### config.mk
export PLATFORM = sky130hd
export DESIGN_NAME = hex_scan_ctrl
export DESIGN_NICKNAME = d
export VERILOG_FILES = /design/src/rtl/hex_scan_ctrl.sv
export SDC_FILE = /design/constraint.sdc
export NUM_CORES = 1
export LEC_CHECK = 0
export ABC_CLOCK_PERIOD_IN_PS = 6800
export BUFFER_PORTS_ARGS = -buffer_cell sky130_fd_sc_hd__buf_4
export CAP_MARGIN = 20
export CORE_MARGIN = 4
export CORE_UTILIZATION = 60
export CTS_CLUSTER_SIZE = 25
export DETAILED_ROUTE_END_ITERATION = 12
export PLACE_DENSITY = 0.85
export REMOVE_ABC_BUFFERS = 1
export SYNTH_ARGS = -nofsm -noshare
export SYNTH_HDL_FRONTEND = slang
export SYNTH_SLANG_ARGS = --single-unit
export TNS_END_PERCENT = 10
### constraint.sdc
create_clock -name clk -period 6.8 [get_ports clk]
set_input_delay 0 -clock clk [delete_from_list [all_inputs] [get_ports clk]]
set_output_delay 0 -clock clk [all_outputs]
set_load 0.01 [all_outputs]
### src/rtl/hex_scan_ctrl.sv
// Seven-segment display controller: loads a packed hex value and scans it
// through one shared decoder, MSB digit first, with blanking, LZ suppression and blink.

module hex7seg (
  input  logic [3:0] nibble_i,
  output logic [6:0] seg_o
);

  // Active-low segments, bit order {g,f,e,d,c,b,a}
  always_comb begin
    seg_o = 7'h7F;
    case (nibble_i)
      4'h0: seg_o = 7'h40;
      4'h1: seg_o = 7'h79;
      4'h2: seg_o = 7'h24;
      4'h3: seg_o = 7'h30;
      4'h4: seg_o = 7'h19;
      4'h5: seg_o = 7'h12;
      4'h6: seg_o = 7'h02;
      4'h7: seg_o = 7'h78;
      4'h8: seg_o = 7'h00;
      4'h9: seg_o = 7'h10;
      4'hA: seg_o = 7'h08;
      4'hB: seg_o = 7'h03;
      4'hC: seg_o = 7'h46;
      4'hD: seg_o = 7'h21;
      4'hE: seg_o = 7'h06;
      4'hF: seg_o = 7'h0E;
      default: seg_o = 7'h7F;
    endcase
  end

endmodule

module hex_scan_ctrl #(
  parameter int NDIGITS   = 6,
  parameter int BLINK_DIV = 25_000_000
) (
  input  logic                   clk,
  input  logic                   reset,
  input  logic                   load_valid,
  output logic                   load_ready,
  input  logic [4*NDIGITS-1:0]   load_value,
  input  logic [NDIGITS-1:0]     load_blank,
  input  logic                   lz_suppress,
  input  logic [NDIGITS-1:0]     blink_en,
  output logic                   busy,
  output logic [7*NDIGITS-1:0]   hex
);

  localparam int IW = (NDIGITS > 1) ? $clog2(NDIGITS) : 1;
  localparam int CW = (BLINK_DIV > 1) ? $clog2(BLINK_DIV) : 1;
  localparam logic [IW-1:0] LAST_IDX = IW'(NDIGITS - 1);
  localparam logic [CW-1:0] CNT_MAX  = CW'(BLINK_DIV - 1);

  typedef enum logic {IDLE, SCAN} state_t;

  state_t                    state_q;
  logic                      loadReady_q;
  logic                      busy_q;
  logic [NDIGITS-1:0][3:0]   valShadow_q;
  logic [NDIGITS-1:0]        blankShadow_q;
  logic                      lzShadow_q;
  logic                      leading_q;
  logic [IW-1:0]             idx_q;
  logic [NDIGITS-1:0][6:0]   hexReg_q;
  logic [CW-1:0]             blinkCnt_q;
  logic                      phase_q;

  logic [3:0]                nibble_d;
  logic [6:0]                decSeg;
  logic [6:0]                seg_d;

  hex7seg u_dec (
    .nibble_i (nibble_d),
    .seg_o    (decSeg)
  );

  // A zero digit is blanked only while every digit above it was also zero
  always_comb begin
    nibble_d = valShadow_q[idx_q];
    seg_d    = decSeg;
    if (blankShadow_q[idx_q] ||
        (lzShadow_q && leading_q && (nibble_d == 4'd0) && (idx_q != '0)))
      seg_d = 7'h7F;
  end

  always_ff @(posedge clk) begin
    if (reset) begin
      state_q       <= IDLE;
      loadReady_q   <= 1'b1;
      busy_q        <= 1'b0;
      hexReg_q      <= {NDIGITS{7'h7F}};
      valShadow_q   <= '0;
      blankShadow_q <= '0;
      lzShadow_q    <= 1'b0;
      leading_q     <= 1'b0;
      idx_q         <= '0;
    end else begin
      case (state_q)
        IDLE: begin
          if (load_valid && loadReady_q) begin
            valShadow_q   <= load_value;
            blankShadow_q <= load_blank;
            lzShadow_q    <= lz_suppress;
            idx_q         <= LAST_IDX;
            leading_q     <= 1'b1;
            state_q       <= SCAN;
            loadReady_q   <= 1'b0;
            busy_q        <= 1'b1;
          end
        end
        SCAN: begin
          hexReg_q[idx_q] <= seg_d;
          if (nibble_d != 4'd0)
            leading_q <= 1'b0;
          if (idx_q == '0) begin
            state_q     <= IDLE;
            loadReady_q <= 1'b1;
            busy_q      <= 1'b0;
          end else begin
            idx_q <= idx_q - 1'b1;
          end
        end
        default: begin
          state_q     <= IDLE;
          loadReady_q <= 1'b1;
          busy_q      <= 1'b0;
        end
      endcase
    end
  end

  // Blink timebase free-runs regardless of loads; phase=1 is the dark half
  always_ff @(posedge clk) begin
    if (reset) begin
      blinkCnt_q <= '0;
      phase_q    <= 1'b0;
    end else if (blinkCnt_q == CNT_MAX) begin
      blinkCnt_q <= '0;
      phase_q    <= ~phase_q;
    end else begin
      blinkCnt_q <= blinkCnt_q + 1'b1;
    end
  end

  always_comb begin
    hex = '0;
    for (int i = 0; i < NDIGITS; i++)
      hex[7*i +: 7] = (phase_q && blink_en[i]) ? 7'h7F : hexReg_q[i];
  end

  assign load_ready = loadReady_q;
  assign busy       = busy_q;

endmodule

==> impl_metrics.py <==
metrics = {
    "synthesis": {
        "synth_async_sr_flop_share_pct": 0,
        "yosysUniqueCellTypes": 44,
        "synth-simple-area-share_pct": 26.9,
        "yosys.area.top_type_share_pct": 44.6,
        "synthCells": 557,
        "synth.avg_cell_area_um2": 8.55,
        "synth_edf_count": 0,
        "syn-cell-area_um2": 4760,
        "synth_flop_cell": "dfxtp_1",
        "ys_warn_count": 0,
        "synth_compound_area_share_pct": 14.6,
        "synth_top_family_by_area": "simple AND/OR/NAND/NOR gates",
        "seq_area_frac_synth_pct": 44.6,
        "synthXorXnorAreaFrac_pct": 4.60,
        "synthMuxAreaShare_pct": 3.49,
        "synthAdderAreaFrac_pct": 2.36,
        "synth_area_leaders": "dfxtp_1 45%, nand2_1 6.6%, nand2b_1 6.3%",
        "ys_ff_latch": 106,
        "synth_top_area_cell": "dfxtp_1",
    },
    "floorplanning": {
        "core_um2": 7730,
        "num_rows": 32,
        "die_y_um": 97.1,
        "io_pins": 84,
        "dieArea_um2": 9430,
        "initial_core_util_pct": 61.6,
        "die_w_um": 97.1,
    },
    "route": {
        "ant_nets": 0,
        "drt_iter0_drc": 277,
        "routed_wirelength_um": 11700,
        "drt-wirelength-per-cell_um": 15.4,
        "drt-pass1-iter-count": 5,
        "drcViolationCount": 0,
        "routed-via-count": 4277,
        "via_per_inst": 5.62,
    },
    "sta": {
        "period_needed_ns": 3.52,
        "fin_crit_sh_pct": 51.7,
        "skew_ns": 0.0123,
        "slew_headroom_pct": 39.2,
        "setup_viol_count_final": 0,
        "fin_setup_tns_ns": 0,
        "hold_slack_ns": 0.0224,
        "tightestPinTransition_ns": 0.905,
        "hold_viol": 0,
        "drv_slew": 0,
        "grt_setup_unrepaired": "no",
        "fmax_mhz": 284,
    },
    "cells_and_area": {
        "post-route-util_pct": 77.0,
        "multi_input_area_um2": 2480,
        "diodes": 0,
        "area_delta_synth_final_pct": 25.0,
        "drive_gt1_share_pct": 17.6,
        "fillers": 521,
        "nNetsFinal": 703,
        "seq_area_um2": 2120,
    },
    "worst_hold_path": {
        "hold_path_class": "primary input to register",
        "holdCritStartpoint": "load_valid",
    },
    "outcome": {
        "outcome": "completed",
    },
    "global_routing": {
        "grt_first_pass_wirelength_um": 19500,
        "overflow": 0,
        "antenna_found_initial": 0,
        "grt_use_total_pct": 24.8,
        "first_global_vias": 4093,
        "grt_max_degree": 52,
    },
    "pwr": {
        "ir_drop_v": 0.000137,
        "power_mw": 1.28,
        "p_leak_nw": 2.28,
        "p_per_area_nw_per_um2": 216,
    },
    "clock_network": {
        "htree_levels": 3,
        "cts-buffers-inserted": 9,
        "clkTransAtPathRegs_ns": 0.11,
        "insertion_delay_ns": 0.38,
        "root_buffer": "clkbuf_8",
        "clock_path_buffers": 2,
        "clock_sinks": 106,
        "post_cts_buffers": 0,
        "cts_tree": "yes",
    },
    "placement": {
        "dp_hpwl_um": 7800,
        "routabilityCongestion": 0.946,
        "numPortBuffers": 83,
    },
    "worst_setup_path": {
        "critical_path_required_ns": 7.13,
        "end_kind": "register",
        "crit-reg2reg-launch": "idx_q[0]",
        "worstPathArrival_ns": 3.85,
        "path_max_fanout": 18,
        "cp-startpoint": "idx_q[0]",
        "critPathKind": "register to register",
        "start_kind": "register",
    },
    "run": {
        "drv_cap": 0,
    },
}
-- through the flow --
step,std cells,setup WS [ns],area [um2]
global placement,712,3.54,5400
CTS,759,3.34,5900
finish,761,3.28,5950
floorplan,525,3.39,4630
detailed placement,712,3.36,5400
global route,761,2.90,5950
-- cells in the final DEF, fill, tap and decap left out, drive strengths merged, types with 3 or more instances in the layout --
master / instances
dfxtp: 106
buf: 87
nand2: 84
nor2: 68
nand2b: 48
a21oi: 42
dlygate4sd3: 31
o22a: 18
xor2: 18
inv: 13
nor3: 12
o32a: 12
nand4: 11
a211oi: 9
ha: 9
clkbuf: 9
nand3: 8
mux2: 8
and3: 7
xnor2: 7
nor2b: 7
o21bai: 7
mux2i: 5
and2: 4
or4: 4
nor4b: 3
-- where the power goes --
group / switching (mW) / total [mW] / leakage [nW] / internal [mW]
clock: 0.238 / 0.383 / 0.100 / 0.145
combinational: 0.126 / 0.230 / 1.31 / 0.104
sequential: 0.0238 / 0.672 / 0.863 / 0.648
-- final cells by class --
cell class                      instances  share of cell area (%)
Tap cell                              102                    2.14
Inverter                                8                   0.504
Multi-Input combinational cell        411                    41.6
Sequential cell                       106                    35.6
Timing Repair Buffer                  118                    16.9
Clock buffer                            9                    2.08
Clock inverter                          7                    1.16
-- cell usage after synthesis (8+ instances only) --
master	number
clkbuf_1	24
xor2_1	18
nor2_1	68
nand3_1	8
ha_1	9
o22a_1	18
nand2b_1	48
a21oi_1	42
dfxtp_1	106
o32a_1	12
nor3_1	12
nand2_1	84
inv_1	8
a211oi_1	9
nand4_1	11
-- sequential cells by signal (all words and copies together) (netlist names), 3 cells and up --
name           cells
blankShadow_q      6
blinkCnt_q        25
idx_q              3
valShadow_q       24
hexReg_q          42
-- logic make-up (layout without fill, tap and decap cells) --
| logic type | after synthesis | count (layout) |
|---|---|---|
| AO/OA/AOI/OAI | 97 | 97 |
| buffers and inverters | 40 | 142 |
| XOR/XNOR | 25 | 25 |
| flip-flops | 106 | 106 |
| adder cells (fa/ha/maj) | 9 | 9 |
| multiplexers | 14 | 14 |
| AND/OR/NAND/NOR | 266 | 266 |
-- critical path: stages (launching register included) --
cell	delay, ns
dfxtp_1	0.84
mux2i_1	0.28
nor3_1	0.07
nor3_1	0.58
ha_1	0.34
nand3_1	0.11
nor2_1	0.20
nor2_1	0.08
a2111oi_2	0.71
o22a_1	0.26
-- worst paths after layout --
| kind | to | slack [ns] | cells past startpoint |
|---|---|---|---|
| max | hexReg_q[21] | 3.28 | 9 |
| min | load_ready | 0.02 | 3 |
| max reg2reg | hexReg_q[21] | 3.28 | 9 |
| min reg2reg | blankShadow_q[4] | 0.46 | 2 |
-- layer usage --
layer	vias to the layer above	wire length [um]	track usage (%)	share of wire, %
met4	0	199	8.21	1.7
met3	23	739	5.60	6.3
met5	-	0	0	0
li1	2111	-	-	-
met1	1986	4970	30.8	42
met2	157	5810	42.4	50
-- timing repair --
item,4_1_cts,5_1_grt
hold buffers,31,0
endpoints found under the hold margin,31,0
gates resized for setup,0,0
Note: power is estimated with default switching activity, not from simulation.
